### config.mk
export PLATFORM = sky130hd
export DESIGN_NAME = lb_reg_slave
export DESIGN_NICKNAME = d
export VERILOG_FILES = /design/src/rtl/lb_reg_slave.sv
export SDC_FILE = /design/constraint.sdc
export NUM_CORES = 1
export LEC_CHECK = 0
export BUFFER_PORTS_ARGS = -buffer_cell sky130_fd_sc_hd__clkbuf_2
export CAP_MARGIN = 20
export CORE_ASPECT_RATIO = 1.5
export CORE_MARGIN = 3
export CORE_UTILIZATION = 45
export DETAILED_ROUTE_END_ITERATION = 8
export PLACE_DENSITY_LB_ADDON = 0.1
export SYNTH_ARGS = -nofsm -noshare
export SYNTH_HDL_FRONTEND = slang
export SYNTH_SLANG_ARGS = --single-unit
### constraint.sdc
create_clock -name S_LB_CLK -period 16.7 [get_ports S_LB_CLK]
set_input_delay 3.34 -clock S_LB_CLK [delete_from_list [all_inputs] [get_ports S_LB_CLK]]
set_output_delay 3.34 -clock S_LB_CLK [all_outputs]
set_load 0.005 [all_outputs]
### src/rtl/lb_reg_slave.sv
// lb_reg_slave: local-bus register slave with a fixed-latency read path.
// Register map (byte offsets): 0x00 VERSION, 0x04 SCRATCH0, 0x08 SCRATCH1,
// 0x0C CTRL[7:0], 0x10 STATUS (W1C, [0]=bad write, [1]=dropped read),
// 0x14 TICK, 0x18 WR_CNT.
// Optional build macro LB_SLV_BADADDR_EN: unmapped/non-hit reads return
// 32'hDEAD_BEEF instead of 0.
module lb_reg_slave #(
  parameter logic [15:0] BASE_ADDR = 16'h0000,
  parameter int          RD_LAT    = 2,
  parameter logic [31:0] VERSION   = 32'h2023_0220
) (
  input  logic        S_LB_CLK,
  input  logic        S_LB_RST,
  input  logic        S_LB_WREQ,
  input  logic [15:0] S_LB_WADDR,
  input  logic [31:0] S_LB_WDATA,
  input  logic        S_LB_RREQ,
  input  logic [15:0] S_LB_RADDR,
  output logic [31:0] S_LB_RDATA,
  output logic        S_LB_RFINISH,
  output logic [7:0]  CTRL_OUT
);

`ifdef LB_SLV_BADADDR_EN
  localparam logic [31:0] BAD_DATA = 32'hDEAD_BEEF;
`else
  localparam logic [31:0] BAD_DATA = 32'h0000_0000;
`endif

  // Number of extra WAIT cycles after the first one; unused when RD_LAT is 1.
  localparam logic [3:0] WAIT_INIT = (RD_LAT > 1) ? 4'(RD_LAT - 2) : 4'd0;

  typedef enum logic [1:0] {
    IDLE = 2'd0,
    WAIT = 2'd1,
    DONE = 2'd2
  } state_t;

  logic [31:0] scratch0_q;
  logic [31:0] scratch1_q;
  logic [7:0]  ctrl_q;
  logic [1:0]  status_q;
  logic [1:0]  status_d;
  logic [31:0] tick_q;
  logic [31:0] wrCnt_q;

  state_t      state_q;
  logic [3:0]  waitCnt_q;
  logic [31:0] capture_q;
  logic [31:0] rdata_q;
  logic        rfinish_q;

  logic        wrHit;
  logic        rdHit;
  logic [3:0]  wrIdx;
  logic [3:0]  rdIdx;
  logic        wrGood;
  logic        wrBad;
  logic        rdIgnored;
  logic [31:0] rdValue;

  // Byte-lane bits of the addresses are deliberately not decoded.
  logic unusedAddrBits;
  assign unusedAddrBits = ^{S_LB_WADDR[1:0], S_LB_RADDR[1:0]};

  assign wrHit     = (S_LB_WADDR[15:6] == BASE_ADDR[15:6]);
  assign rdHit     = (S_LB_RADDR[15:6] == BASE_ADDR[15:6]);
  assign wrIdx     = S_LB_WADDR[5:2];
  assign rdIdx     = S_LB_RADDR[5:2];

  // Only SCRATCH0/1, CTRL and STATUS accept writes; everything else is flagged.
  assign wrGood    = S_LB_WREQ && wrHit &&
                     (wrIdx == 4'd1 || wrIdx == 4'd2 || wrIdx == 4'd3 || wrIdx == 4'd4);
  assign wrBad     = S_LB_WREQ && !wrGood;
  assign rdIgnored = S_LB_RREQ && (state_q != IDLE);

  // Read mux sees current register values, so a same-cycle write is not visible.
  always_comb begin
    rdValue = BAD_DATA;
    if (rdHit) begin
      case (rdIdx)
        4'd0:    rdValue = VERSION;
        4'd1:    rdValue = scratch0_q;
        4'd2:    rdValue = scratch1_q;
        4'd3:    rdValue = {24'h0, ctrl_q};
        4'd4:    rdValue = {30'h0, status_q};
        4'd5:    rdValue = tick_q;
        4'd6:    rdValue = wrCnt_q;
        default: rdValue = BAD_DATA;
      endcase
    end
  end

  // STATUS next state: W1C clear first, then hardware sets override it.
  always_comb begin
    status_d = status_q;
    if (wrGood && wrIdx == 4'd4) begin
      status_d = status_q & ~S_LB_WDATA[1:0];
    end
    if (wrBad) begin
      status_d[0] = 1'b1;
    end
    if (rdIgnored) begin
      status_d[1] = 1'b1;
    end
  end

  // Writable registers, status, free-running tick and saturating write counter.
  always_ff @(posedge S_LB_CLK or posedge S_LB_RST) begin
    if (S_LB_RST) begin
      scratch0_q <= 32'h0;
      scratch1_q <= 32'h0;
      ctrl_q     <= 8'h0;
      status_q   <= 2'b00;
      tick_q     <= 32'h0;
      wrCnt_q    <= 32'h0;
    end else begin
      status_q <= status_d;
      tick_q   <= tick_q + 32'd1;
      if (wrGood) begin
        case (wrIdx)
          4'd1:    scratch0_q <= S_LB_WDATA;
          4'd2:    scratch1_q <= S_LB_WDATA;
          4'd3:    ctrl_q     <= S_LB_WDATA[7:0];
          default: ;
        endcase
        if (wrCnt_q != 32'hFFFF_FFFF) begin
          wrCnt_q <= wrCnt_q + 32'd1;
        end
      end
    end
  end

  // Read FSM: capture at request, present data and a one-cycle finish in DONE.
  always_ff @(posedge S_LB_CLK or posedge S_LB_RST) begin
    if (S_LB_RST) begin
      state_q   <= IDLE;
      waitCnt_q <= 4'd0;
      capture_q <= 32'h0;
      rdata_q   <= 32'h0;
      rfinish_q <= 1'b0;
    end else begin
      rfinish_q <= 1'b0;
      case (state_q)
        IDLE: begin
          if (S_LB_RREQ) begin
            capture_q <= rdValue;
            if (RD_LAT == 1) begin
              state_q   <= DONE;
              rfinish_q <= 1'b1;
              rdata_q   <= rdValue;
            end else begin
              state_q   <= WAIT;
              waitCnt_q <= WAIT_INIT;
            end
          end
        end
        WAIT: begin
          if (waitCnt_q == 4'd0) begin
            state_q   <= DONE;
            rfinish_q <= 1'b1;
            rdata_q   <= capture_q;
          end else begin
            waitCnt_q <= waitCnt_q - 4'd1;
          end
        end
        DONE: begin
          state_q <= IDLE;
        end
        default: begin
          state_q <= IDLE;
        end
      endcase
    end
  end

  assign S_LB_RDATA   = rdata_q;
  assign S_LB_RFINISH = rfinish_q;
  assign CTRL_OUT     = ctrl_q;

endmodule
==> metrics.yaml <==
cts:
  cts_buffers: 21
  postCtsSetupRepairBufs: 0
  path_clk_slew_ns: 0.06
  clock_latency_ns: 0.50
  cts_tree: "done"
  cts_resized: 0
  clock_sinks: 209
  h-tree-depth: 1
  cts.path.max_buffers: 3
  cts_root_buf: "clkbuf_16"
  cts_hold_buf: 0
finish:
  nets: 1002
  diodes: 0
  layout-drive-gt1-share_pct: 25.6
  area_growth_pct: 16.7
  postLayoutCoreUtil_pct: 53.9
  finalNonFillerCells: 1209
grt:
  grtUsageTotal_pct: 20.6
  grt_pass1_wl_um: 38400
  grt_pass1_vias: 7200
  grt_overflow: 0
  grt_start_max_net_pins: 145
  grt_antenna_before_repair: 0
setup_path:
  crit_chain: "clkbuf_2 > nor4b_4 > nand3_1 > or4b_2 > buf_4 > mux2_4"
  end_kind: "register"
  critPathMaxStageDelay_ns: 0.65
  crit_fanout: 32
  startpoint_type: "input port"
  critPathKind: "in2reg"
  slowest_stage: "or4b_2"
  crit_arrival_ns: 5.43
  cp.required_ns: 17.08
  ff2ff_path_depth: 8
synth:
  synth_area_leaders: "dfrtp_1 55%, nand2_1 7.5%, mux2_2 5.1%"
  ys.flop_type: "dfrtp_1"
  yosys_warnings: 0
  synth.ff_latch_count: 209
  synth_fp_nets: 909
  synth_top_area_cell: "dfrtp_1"
  synth_cells: 837
  yosys.area.top_type_share_pct: 55.1
  synthesis.area_mm2: 0.00950
  avgSynthCellArea_um2: 11.3
  synth_edf_count: 0
  ys_seq_area_share_pct: 55.1
  ys_async_sr_fraction_pct: 100
  yosysUniqueCellTypes: 48
floorplan:
  fp-row-count: 64
  fp.dieH_um: 184
  die_w_um: 125
  core-area_mm2: 0.0206
  start_util_pct: 46.2
  dieArea_mm2: 0.0229
  ios: 109
timing:
  drv_slew: 0
  hold_viol_final: 0
  setup_viol: 0
  fmax_mhz: 198
  fin_setup_tns_ns: 0
  min_period_over_period_pct: 30.3
  fin_skew_ns: 0.0170
  relSlewSlack_pct: 29.7
  period_minus_slack_ns: 5.05
  rsz0062_at_grt: "false"
  worst_slew_pin_slew_ns: 1.05
place:
  gp_congestion: 0.851
  dp.cells: 1171
  port_buffers: 104
  dp_hpwl_um: 16000
detailed_routing:
  vias: 6806
  ant_nets: 0
  wl_um: 23300
  dr.pass1.iters: 7
  drc_errors: 0
  drt-wirelength-per-cell_um: 19.3
  drtIter0Drc: 572
  drt-vias-per-instance: 5.63
power_and_ir_drop:
  switchingPower_uw: 276
  p_leak_uw: 0.00574
  power.density_mw_per_mm2: 106
  p_sw_share_pct: 23.6
  sequentialPowerShare_pct: 44.3
  internal_power_uw: 896
  p_total_uw: 1170
  share_comb_of_total_power_pct: 8.3
  clock_power_share_pct: 47.4
  vdd_drop_max_uv: 69.2
status:
  outcome: "finished clean"
hold_path:
  hold_depth: 2
  hp-class: "reg2reg"
flow_run:
  maxCapViolCount: 0
## critical path: cells and delay by family
| family | cells | cell delay [ns] |
|---|---|---|
| AND/OR/NAND/NOR | 3 | 1.23 |
| multiplexers | 1 | 0.39 |
| buffers and inverters | 2 | 0.47 |
## stage by stage
step	hold WS, ns	setup slack, ns	instance area, um^2
floorplan	0.439	7.65	9500
global placement	0.457	11.19	10300
detailed placement	0.463	11.12	10300
CTS	0.476	11.63	11100
global route	0.494	11.56	11100
finish	0.472	11.65	11100
## logic make-up (layout without fill, tap and decap cells)
group	Yosys count	after routing	share of synthesized area, %
buffers and inverters	55	163	2.53
XOR/XNOR	62	62	5.72
multiplexers	76	76	10.2
flip-flops	209	209	55.1
adder cells (fa/ha/maj)	4	4	0.527
AO/OA/AOI/OAI	93	93	8.13
AND/OR/NAND/NOR	338	338	17.9
## cell usage after synthesis, types with 6 or more instances
library cell,n
nor3_1,13
xnor2_1,27
a21oi_1,6
clkbuf_1,30
o21ai_0,8
nor4_1,16
nor2_1,19
nand3_1,32
nand4_1,13
mux2_4,30
a22oi_1,9
and2_1,7
and4_1,11
a222oi_1,24
a22o_1,32
xor2_1,35
dfrtp_1,209
and3_1,12
nand2_1,190
mux2_2,43
inv_1,10
buf_2,9
## state kept, by name, indices dropped and copies added, names as in the netlist
signal        cells
tick_q           32
state_q           2
scratch0_q       32
CTRL_OUT          8
wrCnt_q          32
S_LB_RDATA       32
capture_q        32
waitCnt_q         4
status_q          2
S_LB_RFINISH      1
scratch1_q       32
## power by group through the flow
| stage | Clock [uW] | Combinational, uW | Sequential (uW) |
|---|---|---|---|
| after floorplan | 0 | 62.7 | 527 |
| after global placement | 0 | 94.0 | 527 |
| after detailed placement | 0 | 99.1 | 528 |
| after CTS | 568 | 99.2 | 519 |
| after global routing | 589 | 110 | 520 |
| final | 556 | 97.2 | 519 |
## cells in the final DEF (no fill, tap or decap), drive strengths merged, types with 2 or more instances in the layout
| master | Yosys | layout |
|---|---|---|
| nor3 | 13 | 13 |
| nor2 | 19 | 19 |
| clkinv | 0 | 2 |
| a221o | 4 | 4 |
| o21ai | 8 | 8 |
| nand4 | 13 | 13 |
| mux2 | 74 | 74 |
| a21oi | 6 | 6 |
| xnor2 | 27 | 27 |
| nand2b | 3 | 3 |
| and2 | 7 | 7 |
| a22o | 32 | 32 |
| and4 | 11 | 11 |
| bufinv | 0 | 7 |
| nor4 | 21 | 21 |
| a222oi | 24 | 24 |
| xor2 | 35 | 35 |
| clkbuf | 30 | 131 |
| mux2i | 2 | 2 |
| or2 | 3 | 3 |
| a211oi | 5 | 5 |
| ha | 4 | 4 |
| a22oi | 9 | 9 |
| buf | 15 | 11 |
| nand2 | 190 | 190 |
| inv | 10 | 12 |
| dfrtp | 209 | 209 |
| a31oi | 2 | 2 |
| nor4b | 6 | 6 |
| and3 | 12 | 12 |
| nand3 | 33 | 33 |
## final cells by class
class / instances / area (um^2)
clock buffers: 27 / 588
clock inverters: 11 / 238
fillers: 1806 / 9490
inverters: 10 / 45.0
multi-input cells: 573 / 4050
flip-flops and latches: 209 / 5230
well taps: 264 / 330
repair buffers: 115 / 603
## per-layer routing
| metal | track usage, % | share of wire, % | vias up |
|---|---|---|---|
| li1 | - | - | 3170 |
| met1 | 26.6 | 43 | 3400 |
| met2 | 36.8 | 51 | 201 |
| met3 | 2.50 | 4.4 | 35 |
| met4 | 5.79 | 2.2 | 0 |
| met5 | 0 | 0 | - |
## final timing paths
path / from / to / slack (ns)
setup / recovery: S_LB_WADDR[9] / scratch1_q[21] / 11.65
hold / removal: S_LB_RDATA[22] / S_LB_RDATA[22] / 0.47
setup reg to reg: waitCnt_q[0] / S_LB_RDATA[4] / 14.06
hold reg to reg: S_LB_RDATA[22] / S_LB_RDATA[22] / 0.47
max in group asynchronous: S_LB_RST / capture_q[16] / 12.18
min in group asynchronous: S_LB_RST / S_LB_RDATA[30] / 3.08
Note: power is estimated with default switching activity, not from simulation.
